File: src/rtl/cmd_arbiter_if.sv
// Bundle of the two requester ports (A and B) and the cmdcontrol-facing
// handshake shared by cmd_arbiter. The arbiter uses the slave view; the
// surrounding host logic or a testbench drives through the master view.
interface cmd_arbiter_if;
  logic        iReq_a;
  logic        iReq_b;
  logic [5:0]  iIndex_a;
  logic [5:0]  iIndex_b;
  logic [31:0] iArg_a;
  logic [31:0] iArg_b;
  logic        oDone_a;
  logic        oDone_b;
  logic        oGrant_b;
  logic [47:0] oResponse;
  logic        oErr_timeout;
  logic        oErr_index;
  logic        oNew_command;
  logic [5:0]  oCmd_index;
  logic [31:0] oCmd_argument;
  logic        oTimeout_enable;
  logic        oTimeout;
  logic        iIdle_out;
  logic        iCommand_complete;
  logic [47:0] iResponse;
  logic        iCommand_index_error;

  modport slave (
    input  iReq_a, iReq_b, iIndex_a, iIndex_b, iArg_a, iArg_b,
    input  iIdle_out, iCommand_complete, iResponse, iCommand_index_error,
    output oDone_a, oDone_b, oGrant_b, oResponse, oErr_timeout, oErr_index,
    output oNew_command, oCmd_index, oCmd_argument, oTimeout_enable, oTimeout
  );

  modport master (
    output iReq_a, iReq_b, iIndex_a, iIndex_b, iArg_a, iArg_b,
    output iIdle_out, iCommand_complete, iResponse, iCommand_index_error,
    input  oDone_a, oDone_b, oGrant_b, oResponse, oErr_timeout, oErr_index,
    input  oNew_command, oCmd_index, oCmd_argument, oTimeout_enable, oTimeout
  );
endinterface

File: src/rtl/cmd_arbiter.sv
// cmd_arbiter: shares one cmdcontrol between requester A (register path)
// and requester B (data/DMA path). Grants one command at a time, issues it,
// runs the response timeout and hands the result back to the granted side.
// Every output comes straight from a flop.
module cmd_arbiter #(
  parameter int TIMEOUT_CYCLES = 1024,
  parameter int CNT_W          = 16,
  parameter bit FIXED_PRIO     = 1'b0
) (
  input logic          iClock_host,
  input logic          iReset,
  cmd_arbiter_if.slave bus
);

  typedef enum logic [1:0] {
    IDLE  = 2'd0,
    ISSUE = 2'd1,
    WAIT  = 2'd2,
    DONE  = 2'd3
  } stateT;

  localparam logic [CNT_W-1:0] LAST_COUNT = CNT_W'(TIMEOUT_CYCLES - 1);

  stateT       state, nextState;
  logic [CNT_W-1:0] count, nextCount;
  logic        prioB, nextPrioB;
  logic        grantB, nextGrantB;
  logic        doneA, nextDoneA;
  logic        doneB, nextDoneB;
  logic        newCommand, nextNewCommand;
  logic        timeoutEnable, nextTimeoutEnable;
  logic        timeoutPulse, nextTimeoutPulse;
  logic        errTimeout, nextErrTimeout;
  logic        errIndex, nextErrIndex;
  logic [5:0]  cmdIndex, nextCmdIndex;
  logic [31:0] cmdArgument, nextCmdArgument;
  logic [47:0] response, nextResponse;
  logic        pickB;
  logic        finish;

  // Next-state and next-output logic; pulses default low, everything else holds.
  always_comb begin
    nextState         = state;
    nextCount         = count;
    nextPrioB         = prioB;
    nextGrantB        = grantB;
    nextDoneA         = 1'b0;
    nextDoneB         = 1'b0;
    nextNewCommand    = 1'b0;
    nextTimeoutEnable = timeoutEnable;
    nextTimeoutPulse  = 1'b0;
    nextErrTimeout    = errTimeout;
    nextErrIndex      = errIndex;
    nextCmdIndex      = cmdIndex;
    nextCmdArgument   = cmdArgument;
    nextResponse      = response;
    pickB             = 1'b0;
    finish            = 1'b0;

    case (state)
      IDLE: begin
        if (bus.iReq_b && !bus.iReq_a) begin
          pickB = 1'b1;
        end else if (bus.iReq_a && bus.iReq_b) begin
          pickB = FIXED_PRIO ? 1'b0 : prioB;
        end
        if (bus.iIdle_out && (bus.iReq_a || bus.iReq_b)) begin
          nextGrantB      = pickB;
          nextCmdIndex    = pickB ? bus.iIndex_b : bus.iIndex_a;
          nextCmdArgument = pickB ? bus.iArg_b : bus.iArg_a;
          nextCount       = '0;
          nextNewCommand  = 1'b1;
          nextState       = ISSUE;
        end
      end
      ISSUE: begin
        nextTimeoutEnable = 1'b1;
        nextState         = WAIT;
      end
      WAIT: begin
        nextCount = count + CNT_W'(1);
        if (bus.iCommand_complete) begin
          nextResponse   = bus.iResponse;
          nextErrIndex   = bus.iCommand_index_error;
          nextErrTimeout = 1'b0;
          finish         = 1'b1;
        end else if (bus.iCommand_index_error) begin
          nextErrIndex   = 1'b1;
          nextErrTimeout = 1'b0;
          finish         = 1'b1;
        end else if (count == LAST_COUNT) begin
          nextTimeoutPulse = 1'b1;
          nextErrTimeout   = 1'b1;
          nextErrIndex     = 1'b0;
          finish           = 1'b1;
        end
        if (finish) begin
          nextTimeoutEnable = 1'b0;
          nextDoneA         = !grantB;
          nextDoneB         = grantB;
          nextState         = DONE;
        end
      end
      DONE: begin
        nextPrioB = !grantB;
        nextState = IDLE;
      end
      default: nextState = IDLE;
    endcase
  end

  // State and output registers; reset drops everything straight to idle.
  always_ff @(posedge iClock_host or negedge iReset) begin
    if (!iReset) begin
      state         <= IDLE;
      count         <= '0;
      prioB         <= 1'b0;
      grantB        <= 1'b0;
      doneA         <= 1'b0;
      doneB         <= 1'b0;
      newCommand    <= 1'b0;
      timeoutEnable <= 1'b0;
      timeoutPulse  <= 1'b0;
      errTimeout    <= 1'b0;
      errIndex      <= 1'b0;
      cmdIndex      <= '0;
      cmdArgument   <= '0;
      response      <= '0;
    end else begin
      state         <= nextState;
      count         <= nextCount;
      prioB         <= nextPrioB;
      grantB        <= nextGrantB;
      doneA         <= nextDoneA;
      doneB         <= nextDoneB;
      newCommand    <= nextNewCommand;
      timeoutEnable <= nextTimeoutEnable;
      timeoutPulse  <= nextTimeoutPulse;
      errTimeout    <= nextErrTimeout;
      errIndex      <= nextErrIndex;
      cmdIndex      <= nextCmdIndex;
      cmdArgument   <= nextCmdArgument;
      response      <= nextResponse;
    end
  end

  assign bus.oDone_a         = doneA;
  assign bus.oDone_b         = doneB;
  assign bus.oGrant_b        = grantB;
  assign bus.oResponse       = response;
  assign bus.oErr_timeout    = errTimeout;
  assign bus.oErr_index      = errIndex;
  assign bus.oNew_command    = newCommand;
  assign bus.oCmd_index      = cmdIndex;
  assign bus.oCmd_argument   = cmdArgument;
  assign bus.oTimeout_enable = timeoutEnable;
  assign bus.oTimeout        = timeoutPulse;

endmodule

File: src/flat_wrapper.sv
// flat-port wrapper written by rule: the top's interface ports become plain ports
module cmd_arbiter_flat 
#(
  parameter int TIMEOUT_CYCLES = 1024,
  parameter int CNT_W          = 16,
  parameter bit FIXED_PRIO     = 1'b0
)
  (iClock_host, iReset, bus_iReq_a, bus_iReq_b, bus_iIndex_a, bus_iIndex_b, bus_iArg_a, bus_iArg_b, bus_iIdle_out, bus_iCommand_complete, bus_iResponse, bus_iCommand_index_error, bus_oDone_a, bus_oDone_b, bus_oGrant_b, bus_oResponse, bus_oErr_timeout, bus_oErr_index, bus_oNew_command, bus_oCmd_index, bus_oCmd_argument, bus_oTimeout_enable, bus_oTimeout);
  cmd_arbiter_if bus_i ();
  input logic iClock_host;
  input logic iReset;
  input wire logic [$bits(bus_i.iReq_a)-1:0] bus_iReq_a;
  input wire logic [$bits(bus_i.iReq_b)-1:0] bus_iReq_b;
  input wire logic [$bits(bus_i.iIndex_a)-1:0] bus_iIndex_a;
  input wire logic [$bits(bus_i.iIndex_b)-1:0] bus_iIndex_b;
  input wire logic [$bits(bus_i.iArg_a)-1:0] bus_iArg_a;
  input wire logic [$bits(bus_i.iArg_b)-1:0] bus_iArg_b;
  input wire logic [$bits(bus_i.iIdle_out)-1:0] bus_iIdle_out;
  input wire logic [$bits(bus_i.iCommand_complete)-1:0] bus_iCommand_complete;
  input wire logic [$bits(bus_i.iResponse)-1:0] bus_iResponse;
  input wire logic [$bits(bus_i.iCommand_index_error)-1:0] bus_iCommand_index_error;
  output wire logic [$bits(bus_i.oDone_a)-1:0] bus_oDone_a;
  output wire logic [$bits(bus_i.oDone_b)-1:0] bus_oDone_b;
  output wire logic [$bits(bus_i.oGrant_b)-1:0] bus_oGrant_b;
  output wire logic [$bits(bus_i.oResponse)-1:0] bus_oResponse;
  output wire logic [$bits(bus_i.oErr_timeout)-1:0] bus_oErr_timeout;
  output wire logic [$bits(bus_i.oErr_index)-1:0] bus_oErr_index;
  output wire logic [$bits(bus_i.oNew_command)-1:0] bus_oNew_command;
  output wire logic [$bits(bus_i.oCmd_index)-1:0] bus_oCmd_index;
  output wire logic [$bits(bus_i.oCmd_argument)-1:0] bus_oCmd_argument;
  output wire logic [$bits(bus_i.oTimeout_enable)-1:0] bus_oTimeout_enable;
  output wire logic [$bits(bus_i.oTimeout)-1:0] bus_oTimeout;
  assign bus_i.iReq_a = bus_iReq_a;
  assign bus_i.iReq_b = bus_iReq_b;
  assign bus_i.iIndex_a = bus_iIndex_a;
  assign bus_i.iIndex_b = bus_iIndex_b;
  assign bus_i.iArg_a = bus_iArg_a;
  assign bus_i.iArg_b = bus_iArg_b;
  assign bus_i.iIdle_out = bus_iIdle_out;
  assign bus_i.iCommand_complete = bus_iCommand_complete;
  assign bus_i.iResponse = bus_iResponse;
  assign bus_i.iCommand_index_error = bus_iCommand_index_error;
  assign bus_oDone_a = bus_i.oDone_a;
  assign bus_oDone_b = bus_i.oDone_b;
  assign bus_oGrant_b = bus_i.oGrant_b;
  assign bus_oResponse = bus_i.oResponse;
  assign bus_oErr_timeout = bus_i.oErr_timeout;
  assign bus_oErr_index = bus_i.oErr_index;
  assign bus_oNew_command = bus_i.oNew_command;
  assign bus_oCmd_index = bus_i.oCmd_index;
  assign bus_oCmd_argument = bus_i.oCmd_argument;
  assign bus_oTimeout_enable = bus_i.oTimeout_enable;
  assign bus_oTimeout = bus_i.oTimeout;
  cmd_arbiter #(.TIMEOUT_CYCLES(TIMEOUT_CYCLES), .CNT_W(CNT_W), .FIXED_PRIO(FIXED_PRIO)) u_core (.iClock_host(iClock_host), .iReset(iReset), .bus(bus_i));
endmodule
File: config.mk
export PLATFORM = sky130hd
export DESIGN_NAME = cmd_arbiter_flat
export DESIGN_NICKNAME = d
export VERILOG_FILES = /design/src/rtl/cmd_arbiter_if.sv /design/src/rtl/cmd_arbiter.sv /design/src/flat_wrapper.sv
export SDC_FILE = /design/constraint.sdc
export NUM_CORES = 1
export LEC_CHECK = 0
export CORE_ASPECT_RATIO = 1.2
export CORE_MARGIN = 2
export CORE_UTILIZATION = 35
export DETAILED_ROUTE_END_ITERATION = 12
export PLACE_DENSITY = 0.74
export SLEW_MARGIN = 10
export SYNTH_ARGS = -nofsm -noshare
export SYNTH_HDL_FRONTEND = slang
export SYNTH_SLANG_ARGS = --single-unit
File: constraint.sdc
create_clock -name iClock_host -period 5.5 [get_ports iClock_host]
set_clock_uncertainty 0.2 [all_clocks]
set_input_delay 0.55 -clock iClock_host [delete_from_list [all_inputs] [get_ports iClock_host]]
set_output_delay 0.55 -clock iClock_host [all_outputs]
set_load 0.01 [all_outputs]
==> summary.txt <==
Status
  • Outcome: finished clean

Layout
  • Area Growth Syn to Fin: 61.2%
  • Layout cells sized above 1: 0.141
  • Finished Core Util: 0.572
  • Final nets: 763
  • Ant diodes: 0

Timing
  • Highest clock rate: 363 MHz
  • RSZ-0062 raised after global routing: no
  • Slew Limit Fails: 0
  • Final Hold Viols: 0
  • Final period util: 0.501
  • Worst-margin pin slew: 1.09 ns
  • Min Tclk post-route: 2.76 ns
  • Final Hold Slack: 0.0734 ns
  • Final setup viols: 0
  • Final setup margin: 2.74 ns
  • Setup_tns: 0 ns
  • Worst slew margin: 0.273

Logic synthesis
  • Seq/Total Area, Yosys: 0.584
  • Synth top area share: 0.584
  • Synth area leader: dfrtp_1
  • Mapped Nets: 539
  • Syn Area/Cell: 12.0 um2
  • FF+latch count, synth: 113
  • Synth area leaders: dfrtp_1, mux2_2, mux2i_1, o21ai_0, nand2_1
  • Synthesized area: approximately 0.0048 mm2
  • Netlist cell types: 35
  • Synth Warn #: 0
  • Post-synthesis instance total: 403

Routing
  • Routed WL per cell: 15.4 um
  • Vias per cell: 4.77
  • DRT iter0 DRCs: 201
  • Post-detailed-route DRC marker count: 0
  • Pre-Repair DR Iteration Count: 6
  • Final ANT Viol Nets: 0
  • DRT Wirelength: between 10,000 and 15,000 um
  • DR vias: 3,870

Floorplanning
  • IO Pins: around 230
  • Die area: between 0.01 and 0.015 mm2
  • Core area: between 0.01 and 0.015 mm2
  • Starting Density: 0.355
  • Die width: 111 um
  • Std cell rows: 47
  • Die Height: 133 um

Pwr
  • Worst ir drop on vdd: 270 uV
  • Pleak: 3.39 nW
  • Pwr Density: 511 mW/mm2

CTS
  • Sink Count: roughly 110
  • Cts bufs inserted: 17
  • Clock latency on the worst-skew pair: 0.40 ns
  • Post-CTS Hold Buffers: 0
  • Clock Path Buffers: 2
  • Clock slew at reported path FFs: 0.05 ns
  • CTS tree: done
  • Root Driver: clkbuf_16
  • # H-tree levels: 4
  • Cts repair resizes: 0
  • Setup bufs post-CTS: 0

Global route
  • Number of global-route vias before repair: roughly 4,100
  • Tot GR Track Use: 0.174
  • First-pass GRT wire length: around 21,000 um
  • Largest net degree at the start of global routing: 80
  • Total gr overflow: 0
  • Initial antenna violation count: 0

Place
  • Post-Place Worst Slack: 2.35 ns
  • PortBufs: 224
  • Routability cong.: 0.756
  • Hpwl dp: about 9400 um

Critical path
  • Data required time of the worst path: between 5 and 6 ns
  • Reg2Reg Depth: 6
  • Crit path launch type: primary input
  • Worst setup EP type: flip-flop
  • Crit path cell chain: clkdlybuf4s50_1 > o211ai_4 > buf_4 > nor2_1 > or4_1 > nand2_1
  • Worst path slowest cell: or4_1
  • Critical path arrival: 2.90 ns
  • Largest stage delay on the critical path: 0.56 ns
  • R2R setup slack: 2.80 ns
  • Cell family with most CP delay: buffers and inverters
  • RR Endpoint: u_core.count[15]
  • FF-to-FF Start: u_core.state[0]
  • Buffer and inverter count on the worst path: 2
  • CP Max Fanout: 79
  • Crit Path Class: primary input to flip-flop

Run
  • Max Cap Violations: 0

Min path
  • Worst Hold Class: primary input to asynchronous set/reset pin
-- kinds of logic after synthesis --
kind of cell | after synthesis | share of synthesized area
XOR/XNOR | 3 | 0.00543
buffers and inverters | 30 | 0.0266
AND/OR/NAND/NOR | 86 | 0.0830
flip-flops | 113 | 0.584
adder cells (fa/ha/maj) | 5 | 0.0129
multiplexers | 88 | 0.195
AO/OA/AOI/OAI | 78 | 0.0931
-- power by group --
part,switching [mW],leakage (nW),internal (mW)
clock,0.393,0.266,0.637
sequential,0.202,1.40,1.18
combinational,0.642,1.72,0.933
total,1.24,3.39,2.75
-- per-layer routing --
| layer | up-vias | global-route usage | wire length, um | part of all wire |
|---|---|---|---|---|
| met5 | - | 0 | 0 | 0 |
| met4 | 0 | 0.0604 | 262 | 0.021 |
| met3 | 20 | 0.0628 | 803 | 0.064 |
| met2 | 153 | 0.312 | 6710 | 0.54 |
| met1 | 1819 | 0.191 | 4720 | 0.38 |
| li1 | 1878 | - | - | - |
-- state kept, by name (all words and copies together), names as in the netlist --
name	flops
u_core.state	2
u_core.bus.oNew_command	1
u_core.prioB	1
u_core.bus.oTimeout	1
u_core.bus.oCmd_argument	32
u_core.bus.oTimeout_enable	1
u_core.bus.oResponse	48
u_core.count	16
u_core.bus.oDone_b	1
u_core.bus.oDone_a	1
u_core.bus.oErr_index	1
u_core.bus.oErr_timeout	1
u_core.bus.oGrant_b	1
u_core.bus.oCmd_index	6
-- through the flow --
stage                     area (um2)  power, mW  cells
after detailed placement        7230       2.99    779
after CTS                       7800       4.05    811
final                           7800       3.99    811
after global routing            7800       4.22    811
after floorplan                 4840       2.06    403
after global placement          7230       2.93    779
-- worst max-delay path by stage --
stage | cells after the start | slack, ns | startpoint | end
2_1_floorplan | 7 | 3.47 | u_core.state[0] | u_core.count[9]
3_3_place_gp | 6 | 2.45 | bus_iReq_b | u_core.count[8]
3_5_place_dp | 6 | 2.35 | bus_iReq_b | u_core.count[8]
4_1_cts | 6 | 2.78 | bus_iReq_b | u_core.count[8]
5_1_grt | 6 | 2.55 | u_core.state[0] | u_core.count[9]
6_report | 6 | 2.74 | bus_iReq_b | u_core.count[8]
-- cell usage in the layout, fill, tap and decap left out, drive strengths merged --
cell type,synthesis,layout
nand4,1,1
or2,1,1
clkinv,1,4
nor2,10,10
o22a,1,1
nand2b,1,1
clkinvlp,0,5
o2111ai,2,2
inv,7,12
nand2,50,50
mux2i,39,39
nor3,1,1
nand3,4,4
mux2,49,49
or4,3,3
a22o,3,3
clkdlybuf4s50,0,223
ha,5,5
bufinv,0,1
buf,10,4
and4,5,5
clkbuf,12,18
dfrtp,113,113
o21ai,53,53
o21a,1,1
o32ai,1,1
a21oi,11,11
and2b,1,1
o31ai,2,2
o211ai,3,3
and3,2,2
nor4b,1,1
or3,6,6
xor2,3,3
a32o,1,1
-- area by class of cell --
type	count	area [um2]
Timing Repair Buffer	227	2260
Sequential cell	113	2830
Clock buffer	18	439
Fill cell	1187	5840
Tap cell	171	214
Inverter	8	31.3
Multi-Input combinational cell	260	1900
Clock inverter	14	130
-- cell usage after synthesis --
master	instances
o21ai_1	2
and4_1	5
ha_1	5
and3_1	2
dfrtp_1	113
nand4_1	1
nand2b_1	1
clkbuf_1	12
o31ai_1	2
and2b_1	1
nor4b_1	1
o32ai_1	1
a32o_1	1
or4_1	3
a21oi_1	11
inv_1	7
o211ai_1	2
or2_2	1
o2111ai_1	2
xor2_1	3
buf_2	9
nor3_1	1
o21a_1	1
buf_4	1
nor2_1	10
a22o_1	3
o22a_1	1
nand2_1	50
mux2_2	49
o21ai_0	51
or3_1	6
mux2i_1	39
clkinv_2	1
nand3_1	4
o211ai_4	1
Note: power is estimated with default switching activity, not from simulation.
